===== src/rtl/tdc_pkg.sv =====
`default_nettype none
// +----------------------------------------------------------------------------+
// | Package   : tdc_pkg                                                        |
// | Purpose   : Shared widths, field offsets and the frame record used by the  |
// |             TDC result path (result FIFO and SPI readout).                 |
// | Contents  : FRAME_W/COARSE_W/FINE_W/SEQ_W, field LSB offsets,              |
// |             FINE_MAX_DEFAULT, tdc_frame_t, fine_out_of_range().            |
// | Revision  : 1.0 - initial release                                          |
// +----------------------------------------------------------------------------+
package tdc_pkg;

  localparam int FRAME_W  = 48;
  localparam int COARSE_W = 32;
  localparam int FINE_W   = 9;
  localparam int SEQ_W    = 6;

  // Field LSB positions inside a frame {seq, err, coarse, fine}
  localparam int FINE_LSB   = 0;
  localparam int COARSE_LSB = FINE_LSB + FINE_W;
  localparam int ERR_BIT    = COARSE_LSB + COARSE_W;
  localparam int SEQ_LSB    = ERR_BIT + 1;

  localparam int FINE_MAX_DEFAULT = 286;

  typedef struct packed {
    logic [SEQ_W-1:0]    seq;
    logic                err;
    logic [COARSE_W-1:0] coarse;
    logic [FINE_W-1:0]   fine;
  } tdc_frame_t;

  // A fine code above the interpolator's calibrated range marks the frame bad
  function automatic logic fine_out_of_range(input logic [FINE_W-1:0] fine,
                                             input logic [FINE_W-1:0] fine_max);
    return (fine > fine_max);
  endfunction

endpackage
`default_nettype wire


===== src/rtl/tdc_sync_2ff.sv =====
`default_nettype none
// +----------------------------------------------------------------------------+
// | Module    : tdc_sync_2ff                                                   |
// | Purpose   : Generic two-flop synchroniser for level signals crossing into  |
// |             clk. Shared between the result FIFO and the SPI readout.       |
// | Parameters: WIDTH - number of independent bits synchronised                |
// | Ports     : clk  in  1      destination clock                              |
// |             rst  in  1      synchronous, active-high reset                 |
// |             i_d  in  WIDTH  asynchronous input                             |
// |             o_q  out WIDTH  synchronised output (2 clk latency)            |
// | Revision  : 1.0 - initial release                                          |
// +----------------------------------------------------------------------------+
module tdc_sync_2ff #(
  parameter int WIDTH = 1
) (
  input  logic             clk,
  input  logic             rst,
  input  logic [WIDTH-1:0] i_d,
  output logic [WIDTH-1:0] o_q
);

  logic [WIDTH-1:0] r_meta;
  logic [WIDTH-1:0] r_sync;

  always_ff @(posedge clk) begin
    if (rst) begin
      r_meta <= '0;
      r_sync <= '0;
    end else begin
      r_meta <= i_d;
      r_sync <= r_meta;
    end
  end

  assign o_q = r_sync;

endmodule
`default_nettype wire


===== src/rtl/tdc_result_fifo.sv =====
`default_nettype none
// +----------------------------------------------------------------------------+
// | Module    : tdc_result_fifo                                                |
// | Purpose   : Detects the end of each TDC measurement from the asynchronous  |
// |             busy flag, captures coarse/fine results into 48-bit frames     |
// |             and queues them in a first-word-fall-through FIFO for readout. |
// | Parameters: DEPTH    - FIFO depth in frames (power of 2, >= 2)             |
// |             FINE_MAX - largest legal fine code                             |
// | Macro     : TDC_RESULT_DROPCNT_EN - builds the saturating drop counter;    |
// |             when undefined drop_count is tied to zero.                     |
// | Ports     : clk          in   1   system clock                             |
// |             rst          in   1   synchronous, active-high reset           |
// |             tdc_busy     in   1   TDC busy flag (asynchronous)             |
// |             tdc_coarse   in   32  coarse result, stable while busy low     |
// |             tdc_fine     in   9   fine result, stable while busy low       |
// |             frame_data   out  48  head frame {seq, err, coarse, fine}      |
// |             frame_valid  out  1   head frame present                       |
// |             frame_ready  in   1   consumer takes head on valid && ready    |
// |             level        out  L   frames stored, L = $clog2(DEPTH)+1       |
// |             overflow     out  1   sticky frame-dropped flag                |
// |             ovf_clear    in   1   clears overflow (and drop_count)         |
// |             drop_count   out  8   saturating dropped-frame count           |
// | Revision  : 1.0 - initial release                                          |
// +----------------------------------------------------------------------------+
module tdc_result_fifo
  import tdc_pkg::*;
#(
  parameter int DEPTH    = 8,
  parameter int FINE_MAX = FINE_MAX_DEFAULT
) (
  input  logic                     clk,
  input  logic                     rst,
  input  logic                     tdc_busy,
  input  logic [COARSE_W-1:0]      tdc_coarse,
  input  logic [FINE_W-1:0]        tdc_fine,
  output logic [FRAME_W-1:0]       frame_data,
  output logic                     frame_valid,
  input  logic                     frame_ready,
  output logic [$clog2(DEPTH):0]   level,
  output logic                     overflow,
  input  logic                     ovf_clear,
  output logic [7:0]               drop_count
);

  localparam int c_PTR_W = $clog2(DEPTH);
  localparam int c_LVL_W = c_PTR_W + 1;

  localparam logic [c_LVL_W-1:0] c_LVL_FULL = c_LVL_W'(DEPTH);
  localparam logic [c_LVL_W-1:0] c_LVL_ONE  = c_LVL_W'(1);
  localparam logic [c_PTR_W-1:0] c_PTR_ONE  = c_PTR_W'(1);
  localparam logic [SEQ_W-1:0]   c_SEQ_ONE  = SEQ_W'(1);
  localparam logic [FINE_W-1:0]  c_FINE_MAX = FINE_W'(FINE_MAX);

  // ---------------------------------------------------------------------------
  // Busy synchronisation and falling-edge detect
  // ---------------------------------------------------------------------------
  logic w_busy_sync;
  logic r_busy_dly;
  logic w_busy_fall;

  tdc_sync_2ff #(
    .WIDTH (1)
  ) u_busy_sync (
    .clk (clk),
    .rst (rst),
    .i_d (tdc_busy),
    .o_q (w_busy_sync)
  );

  always_ff @(posedge clk) begin
    if (rst) begin
      r_busy_dly <= 1'b0;
    end else begin
      r_busy_dly <= w_busy_sync;
    end
  end

  assign w_busy_fall = r_busy_dly & ~w_busy_sync;

  // ---------------------------------------------------------------------------
  // Capture stage: results are sampled on the edge that sees the busy fall.
  // The sequence number is consumed here so dropped frames still leave a gap.
  // ---------------------------------------------------------------------------
  tdc_frame_t       w_new_frame;
  tdc_frame_t       r_cap_frame;
  logic             r_cap_vld;
  logic [SEQ_W-1:0] r_seq;

  always_comb begin
    w_new_frame        = '0;
    w_new_frame.seq    = r_seq;
    w_new_frame.err    = fine_out_of_range(tdc_fine, c_FINE_MAX);
    w_new_frame.coarse = tdc_coarse;
    w_new_frame.fine   = tdc_fine;
  end

  always_ff @(posedge clk) begin
    if (rst) begin
      r_cap_vld   <= 1'b0;
      r_cap_frame <= '0;
      r_seq       <= '0;
    end else begin
      r_cap_vld <= w_busy_fall;
      if (w_busy_fall) begin
        r_cap_frame <= w_new_frame;
        r_seq       <= r_seq + c_SEQ_ONE;
      end
    end
  end

  // ---------------------------------------------------------------------------
  // FWFT FIFO
  // ---------------------------------------------------------------------------
  tdc_frame_t         r_mem [DEPTH];
  logic [c_PTR_W-1:0] r_wr_ptr;
  logic [c_PTR_W-1:0] r_rd_ptr;
  logic [c_LVL_W-1:0] r_level;
  logic               w_empty;
  logic               w_full;
  logic               w_pop;
  logic               w_push;
  logic               w_drop;

  assign w_empty = (r_level == '0);
  assign w_full  = (r_level == c_LVL_FULL);
  assign w_pop   = !w_empty && frame_ready;
  // A pop in the same cycle frees the head slot, so a full FIFO still accepts
  assign w_push  = r_cap_vld && (!w_full || w_pop);
  assign w_drop  = r_cap_vld && w_full && !w_pop;

  always_ff @(posedge clk) begin
    if (rst) begin
      for (int i = 0; i < DEPTH; i++) begin
        r_mem[i] <= '0;
      end
      r_wr_ptr <= '0;
      r_rd_ptr <= '0;
      r_level  <= '0;
    end else begin
      if (w_push) begin
        r_mem[r_wr_ptr] <= r_cap_frame;
        r_wr_ptr        <= r_wr_ptr + c_PTR_ONE;
      end
      if (w_pop) begin
        r_rd_ptr <= r_rd_ptr + c_PTR_ONE;
      end
      if (w_push && !w_pop) begin
        r_level <= r_level + c_LVL_ONE;
      end else if (!w_push && w_pop) begin
        r_level <= r_level - c_LVL_ONE;
      end
    end
  end

  assign frame_valid = !w_empty;
  assign frame_data  = w_empty ? '0 : r_mem[r_rd_ptr];
  assign level       = r_level;

  // ---------------------------------------------------------------------------
  // Overflow reporting: a new drop takes priority over a clear request
  // ---------------------------------------------------------------------------
  logic r_overflow;

  always_ff @(posedge clk) begin
    if (rst) begin
      r_overflow <= 1'b0;
    end else if (w_drop) begin
      r_overflow <= 1'b1;
    end else if (ovf_clear) begin
      r_overflow <= 1'b0;
    end
  end

  assign overflow = r_overflow;

`ifdef TDC_RESULT_DROPCNT_EN
  logic [7:0] r_drop_cnt;

  always_ff @(posedge clk) begin
    if (rst) begin
      r_drop_cnt <= 8'd0;
    end else if (ovf_clear) begin
      // The clear restarts the count; a drop in the same cycle is its first
      r_drop_cnt <= w_drop ? 8'd1 : 8'd0;
    end else if (w_drop && (r_drop_cnt != 8'hFF)) begin
      r_drop_cnt <= r_drop_cnt + 8'd1;
    end
  end

  assign drop_count = r_drop_cnt;
`else
  assign drop_count = 8'd0;
`endif

endmodule
`default_nettype wire


===== config.mk =====
export PLATFORM = sky130hd
export DESIGN_NAME = tdc_result_fifo
export DESIGN_NICKNAME = d
export VERILOG_FILES = /design/src/rtl/tdc_pkg.sv /design/src/rtl/tdc_sync_2ff.sv /design/src/rtl/tdc_result_fifo.sv
export SDC_FILE = /design/constraint.sdc
export NUM_CORES = 1
export LEC_CHECK = 0
export BUFFER_PORTS_ARGS = -buffer_cell sky130_fd_sc_hd__buf_4
export CAP_MARGIN = 20
export CELL_PAD_IN_SITES_DETAIL_PLACEMENT = 1
export CELL_PAD_IN_SITES_GLOBAL_PLACEMENT = 1
export CORE_UTILIZATION = 40
export DETAILED_ROUTE_END_ITERATION = 10
export GPL_ROUTABILITY_DRIVEN = 0
export HOLD_SLACK_MARGIN = 0.1
export MAX_ROUTING_LAYER = met4
export PLACE_DENSITY = 0.71
export SLEW_MARGIN = 20
export SYNTH_ARGS = -nofsm -noshare
export SYNTH_HDL_FRONTEND = slang
export SYNTH_SLANG_ARGS = --single-unit

===== constraint.sdc =====
create_clock -name clk -period 9.7 [get_ports clk]
set_clock_uncertainty 0.1 [all_clocks]
set_input_delay 1.94 -clock clk [delete_from_list [all_inputs] [get_ports clk]]
set_output_delay 1.94 -clock clk [all_outputs]
set_load 0.01 [all_outputs]

Yosys cells after proc, flatten, opt, wreduce, memory -nomap -nowiden
Memories as Yosys holds them, arrays and structs flattened. A register that Yosys moved wholly into a read port is not among the register bits.
Cells that the tools add are included.
W data, S select, Z words.
- bits in registers: 69
- bits in latches: 0
- memory bits (writable): 384
- ROM bits: 0
- input port bits: 46
- output and inout bits: 62
- word-level logic and storage cells: 53
- memories kept: 1
- memory list (name ; depth ; bits a word ; rd ports ; clocked after memory_dff ; write ports ; line ; text):
    r_mem ; 8 ; 48 ; 1 ; 1 ; 8 ; tdc_result_fifo.sv:114 ; tdc_frame_t r_mem [DEPTH];
- add/subtract/negate cells: 5
- multiply operators: 0
- divide/modulo/power cells: 0
- order comparisons: 1
- eq/ne operators: 1
- shift operators: 0
- muxes and demuxes: 15
- bitwise logic cells: 2
- reductions and logical operators: 15
- operators with widths (kind ; count):
    $mux W48 ; 2
    $reduce_or A48 Y1 ; 1
    $gt A9 B9 Y1 const B ; 1
    $mux W3 ; 3
    $mux W1 ; 8
    $mux W4 ; 2
    $add A3 B1 Y3 const B ; 2
    $add A6 B1 Y6 const B ; 1
    $logic_and A1 B1 Y1 ; 6
    $add A4 B1 Y4 const B ; 1
    $eq A4 B4 Y1 const B ; 1
    $logic_not A1 Y1 ; 4
    $logic_not A4 Y1 ; 1
    $reduce_bool A2 Y1 ; 2
    $sub A4 B1 Y4 const B ; 1
    $and A1 B1 Y1 ; 1
    $logic_or A1 B1 Y1 ; 1
    $not A1 Y1 ; 1

Depth between registers and ports, before layout
Gate-level depths: netlist (run 1).
- depth in word-level cells: 10
- mapped depth: 11

Cells and area by module
Synthesis (run 1) repeated with hierarchy kept, for this count alone.
- cells, all modules: 1489
- area, all modules: 19461.2 um^2
- by module, submodules not included (module ; times used ; cells an instance ; area each (um^2) ; seq. area each (um^2)):
    tdc_result_fifo ; 1 ; 1485 ; 19408.6 ; 12932.4
    tdc_sync_2ff ; 1 ; 4 ; 52.6 ; 40.0

Worst setup path before layout (run 1)
Ideal clock, no wire load.
- path kind: input port to flip-flop
- start: input frame_ready
- end: memory r_mem[4][0] (netlist bit) (enable)
- data arrival time: 4935 ps
- required time: 9137 ps
- path slack: 4202 ps
- cell stages on the path: 7
- buffers on the path: 2
- cell sequence: nand2b_1 > o21ai_4 > inv_2 > nand3b_2 > buf_4 > buf_6 > o21bai_1
- RTL lines (element ; line ; text):
    from (decl) ; tdc_result_fifo.sv:38 ; input logic frame_ready,
    to (decl) ; tdc_result_fifo.sv:114 ;

==> results.yml, run 1 <==
status:
  status: "finished clean"
synthesis:
  synth_edf_count: 384
  synth_commonest_cells: "448 x nor2_1, 384 x edfxtp_1, 202 x nand2_1"
  yosysTopAreaCellShare_pct: 59.2
  synth_cell_types: 40
  synth.area.top_cells: "edfxtp_1 59%, mux4_2 11%, nor2_1 8.6%, dfxtp_1 7.4%, nand2_1 3.9%"
  yosysTopAreaCell: "edfxtp_1"
  synth-main-ff-cell: "edfxtp_1"
  ys_warn_count: 0
  syn_inst: 1489
  synthesis.area_um2: 19500
  async_reset_ff_share_pct: 0
  ys_ff_latch: 456
  synth_area_per_cell_um2: 13.1
  ys_seq_area_share_pct: 66.7
  synth.most_common_cell: "nor2_1"
floorplan:
  io_pins: 108
  die_w_um: 223
  core_area_um2: 47800
  initial_utilization_pct: 40.7
  rows: 80
  chipHeight_um: 223
  die_area_um2: 49500
global_route:
  grt_max_degree: 76
  antenna_found_initial: 2
  grt_usage_pct: 22.5
  first_global_vias: 13066
  grt_overflow: 0
  grt_pass1_wl_mm: 80.7
clock_network:
  root_buffer: "clkbuf_16"
  cts_setup_buffers: 0
  hold_buffers: 0
  cts.sink_count: 456
  cts_tree: "done"
  clock_latency_ns: 0.59
  clockBufferDepth: 3
  h-tree-depth: 2
  path_clk_slew_ns: 0.06
  cts.repair.resized: 0
  cts_buffers: 50
place:
  io_buffers: 99
  hpwlAfterDp_mm: 29.2
  dpl_worst_slack_ns: 4.34
  placed_cells: 2115
job:
  max_cap_viol_count: 0
critical_path:
  endpoint_kind: "output port"
  cp_max_fo: 40
  worst_path_max_delay_cell: "dfxtp_4"
  cp-start-kind: "flop"
  crit_chain: "buf_4 -> mux4_2 -> mux2i_1 -> nor2_1 -> buf_4"
  cp.arrival_ns: 3.39
  crit_family: "buffers and inverters"
  cp_num_buf_inv: 2
  required_ns: 7.66
  cpPeakStageDelay_ns: 0.85
  crit_path_frequent_cell: "buf_4"
  worstSetupPathType: "flop to output port"
sta:
  setup_viol: 0
  finalCritPeriodShare_pct: 56.0
  hold_viol_final: 0
  max_freq_mhz: 184
  rsz0062_at_grt: "no"
  maxSlewViolCount: 0
  setup_slack_ns: 4.27
  setup_tns_ns: 0
  hold_slack_ns: 0.365
  fin_crit_ns: 5.43
  maxSlewHeadroom_pct: 27.8
  tightestPinTransition_ns: 1.07
finish:
  multiInputGateArea_um2: 6050
  n_fill_cell: 4894
  finalNonFillerCells: 2210
  syn_to_final_growth_pct: 14.9
  drive_gt1_share_pct: 19.9
  fin_nets: 1605
  ff_latch_area_um2: 13000
  post-route-util_pct: 46.7
power_and_ir_drop:
  powerDensity_nw_per_um2: 234
  ir_worst_vdd_mv: 0.187
  p_leak_nw: 7.29
route:
  via_count: 12090
  drc: 0
  wl_mm: 53.0
  wire_per_inst_um: 24.0
  first_pass_iters: 5
  drtAntennaViolNets: 0
  routed_via_density: 5.47
  first_iter_violations: 921
min_path:
  hold_path.class: "flop to flop"
-- layout by cell type, fill, tap and decap left out, types with 2 or more instances in the layout --
master / n
nor2_1: 445
and2_1: 7
nor3_1: 2
clkinvlp_4: 3
a21o_2: 2
inv_1: 3
clkinv_2: 7
clkbuf_16: 51
nand3b_4: 2
nand2_1: 201
a21oi_1: 54
clkbuf_1: 11
clkinv_8: 2
dfxtp_1: 69
o21bai_4: 4
nand3_1: 5
ha_1: 6
xor2_1: 8
mux4_2: 96
xnor2_1: 3
edfxtp_1: 384
conb_1: 8
dfxtp_4: 3
nor2_4: 3
a21o_4: 2
nor2b_1: 5
bufinv_16: 2
nand4_1: 2
clkbuf_8: 10
buf_4: 119
clkinv_1: 6
mux2i_1: 49
-- cell type report --
class | instances | area share [%]
sequential | 456 | 58.1
multi-input combinational | 921 | 27.1
clock buffer | 72 | 6.51
timing repair buffer | 119 | 4.00
tap | 615 | 3.44
clock inverter | 22 | 0.851
inverter | 4 | 0.0672
antenna | 1 | 0.0112
-- logic make-up (layout without fill, tap and decap cells) --
logic type      count (synthesis)  in the layout  share of synthesized area, %
flops                         456            456                          66.7
fa+ha+maj                       7              7                         0.489
other cells                     1              9                        0.0193
buf+inv                       119            217                          3.09
compound gates                 67             67                          1.92
simple gates                  682            682                          13.6
xor+xnor                       11             11                         0.495
mux                           146            146                          13.7
-- metal layers --
metal / vias to the layer above / wire length [um] / GRT usage, %
li1: 5371 / - / -
met1: 6330 / 22500 / 28.6
met2: 311 / 26800 / 37.5
met3: 78 / 2530 / 3.13
met4: 0 / 1240 / 6.56
met5: - / 0 / -
-- final timing paths --
check,endpoint,slack [ns],from,cells past startpoint
worst max register to register,r_mem[4][46]$_SDFFCE_PN0P_,5.92,level[0]$_SDFFE_PP0P_,7
worst max-delay path,frame_data[26],4.27,flop,5
worst min-delay path,u_busy_sync.o_q$_SDFF_PP0_,0.37,u_busy_sync.r_meta$_SDFF_PP0_,1
worst min register to register,u_busy_sync.o_q$_SDFF_PP0_,0.37,u_busy_sync.r_meta$_SDFF_PP0_,1
-- report_power, final --
group,internal [W],switching [W],leakage (nW)
Sequential,0.00219,0.0000934,4.55
Clock,0.00110,0.000796,0.801
Combinational,0.000500,0.000554,1.94
-- flip-flops by register name, indices dropped and copies added (netlist names), 3 cells and up, named ones only --
| register | cells |
|---|---|
| r_mem | 384 |
| r_seq | 6 |
| r_wr_ptr | 3 |
| r_rd_ptr | 3 |
| r_cap_frame | 48 |
| level | 4 |
-- metrics by stage --
stage | total power, W | cell area [um^2]
after floorplan | 0.00298 | 19500
after global placement | 0.00338 | 20700
after detailed placement | 0.00340 | 20700
after CTS | 0.00529 | 22400
after global routing | 0.00542 | 22400
final | 0.00524 | 22400
Power figures use the tool's default switching activity.
==> inputs of run 2 (changes only) <==
clock period = 5.5 ns   (was 9.7 ns; I/O delays follow)
==> run 2 against run 1 <==
- routed wire length decreased by 3.0%
- utilization decreased by 0.076 points
- clock power increased by 64%
- critical path depth unchanged
- design area decreased by 0.16%
- register-to-register slack got worse by 3.9 ns
- worst setup slack got worse by 2.9 ns
- sequential power increased by 76%
- die area unchanged
- first-iteration DRC count increased by 0.54%
- global-route usage decreased by 0.69 points
- critical endpoint is now frame_data[24]
- highest routed layer unchanged
==> results.yml, run 2 (synthesized netlist as in run 1, its figures left out) <==
critical_path:
  ff2ff_setup_slack_ns: 2.07
  worst_path_max_delay_cell: "dfxtp_4"
  cp_max_fo: 34
  reg2reg_to: "level[3]$_SDFFE_PP0P_"
  cpPeakStageDelay_ns: 0.85
  required_ns: 4.30
  crit_chain: "buf_4 -> mux4_2 -> mux2i_1 -> nor2_1 -> buf_4"
  endpoint_kind: "output port"
  cp-start-kind: "flop"
  worstSetupPathType: "flop to output port"
  cp.arrival_ns: 2.98
  crit_path_frequent_cell: "buf_4"
  reg2reg_from: "level[0]$_SDFFE_PP0P_"
  worst_r2r_path_depth: 11
sta:
  max_freq_mhz: 239
  maxSlewHeadroom_pct: 24.3
  maxSlewViolCount: 0
  fin_crit_ns: 4.18
  setup_tns_ns: 0
  rsz0062_at_grt: "no"
  hold_viol_final: 0
  setup_viol: 0
  tightestPinTransition_ns: 1.13
  finalCritPeriodShare_pct: 75.9
min_path:
  hold_path.startpoint: "u_busy_sync.r_meta$_SDFF_PP0_"
  hold_depth: 1
  holdPathEnd: "u_busy_sync.o_q$_SDFF_PP0_"
  hold_path.class: "flop to flop"
finish:
  finalNonFillerCells: 2211
  drive_gt1_share_pct: 19.5
  largest_reg_flops: 384
  diodes: 0
  multiInputGateArea_um2: 6060
  syn_to_final_growth_pct: 14.7
  final_common_cell: "nor2_1"
  fin_area_um2: 22300
  ff_latch_area_um2: 13000
  post-route-util_pct: 46.7
  n_fill_cell: 4861
  fin_nets: 1610
  layout_common_cells: "445 x nor2_1, 384 x edfxtp_1, 201 x nand2_1"
  top_regs: "r_mem x384, r_cap_frame x48, r_seq x6"
  top_register: "r_mem"
floorplan:
  chipHeight_um: 223
  rows: 80
  initial_utilization_pct: 40.7
  die_w_um: 223
  die_area_um2: 49500
  io_pins: 108
  core_area_um2: 47800
clock_network:
  cts.repair.resized: 0
  root_buffer: "clkbuf_16"
  cts_buffers: 49
  clock_latency_ns: 0.58
  h-tree-depth: 2
  path_clk_slew_ns: 0.06
  cts_tree: "done"
  cts_setup_buffers: 0
  clockBufferDepth: 3
  cts.sink_count: 456
  hold_buffers: 0
power_and_ir_drop:
  ir_worst_vdd_mv: 0.446
  power_w: 0.00902
  p_leak_nw: 7.27
  powerDensity_nw_per_um2: 404
route:
  routed_via_density: 5.46
  wl_mm: 51.5
  first_pass_iters: 5
  drc: 0
  drtAntennaViolNets: 0
  first_iter_violations: 926
  wire_per_inst_um: 23.3
  via_count: 12072
job:
  max_cap_viol_count: 0
global_route:
  grt_usage_pct: 21.8
  antenna_found_initial: 1
  grt_max_degree: 84
  first_global_vias: 13151
  grt_overflow: 0
  grt_pass1_wl_mm: 78.7
place:
  hpwlAfterDp_mm: 28.8
  place_area_um2: 20800
  placed_cells: 2119
  io_buffers: 99
status:
  status: "finished clean"
run 2: layer usage:
| layer | vias up | part of all wire, % | global-route usage, % |
|---|---|---|---|
| met5 | - | 0 | - |
| li1 | 5375 | - | - |
| met2 | 308 | 50 | 36.0 |
| met1 | 6314 | 44 | 28.1 |
| met4 | 0 | 1.9 | 6.21 |
| met3 | 75 | 4.6 | 2.96 |
run 2: how the worst max path moves through the flow:
stage,from,to,slack (ns),cells past startpoint
2_1_floorplan,frame_ready,r_mem[4][0]$_SDFFCE_PN0P_,0.84,7
3_3_place_gp,frame_ready,r_mem[3][36]$_SDFFCE_PN0P_,1.87,7
3_5_place_dp,frame_ready,r_mem[3][38]$_SDFFCE_PN0P_,1.81,7
4_1_cts,flop,frame_data[24],1.27,5
5_1_grt,flop,frame_data[24],1.15,5
6_report,flop,frame_data[24],1.32,5
run 2: where the power goes:
group	leakage, nW	internal [W]	switching [W]
Sequential	4.55	0.00387	0.000173
Combinational	2.00	0.000909	0.000948
Clock	0.727	0.00175	0.00137
Total	7.27	0.00653	0.00249
run 2: through the flow:
stage,worst slack [ns],hold slack (ns)
final,1.32,0.338
after global routing,1.15,0.369
after CTS,1.27,0.343
after detailed placement,1.81,0.329
after global placement,1.87,0.329
after floorplan,0.842,0.314
run 2: final cells by class:
cell class                 count  area share, %
clock inverter                25          0.667
clock buffer                  65           6.00
inverter                       4         0.0673
sequential                   456           58.2
multi-input combinational    921           27.1
tap                          615           3.45
timing repair buffer         125           4.52
run 2: worst max-delay path, delay by kind of cell (launching register included):
kind	cells	cell delay, ns
flops	1	0.85
mux	2	0.83
buf+inv	2	0.61
simple gates	1	0.09
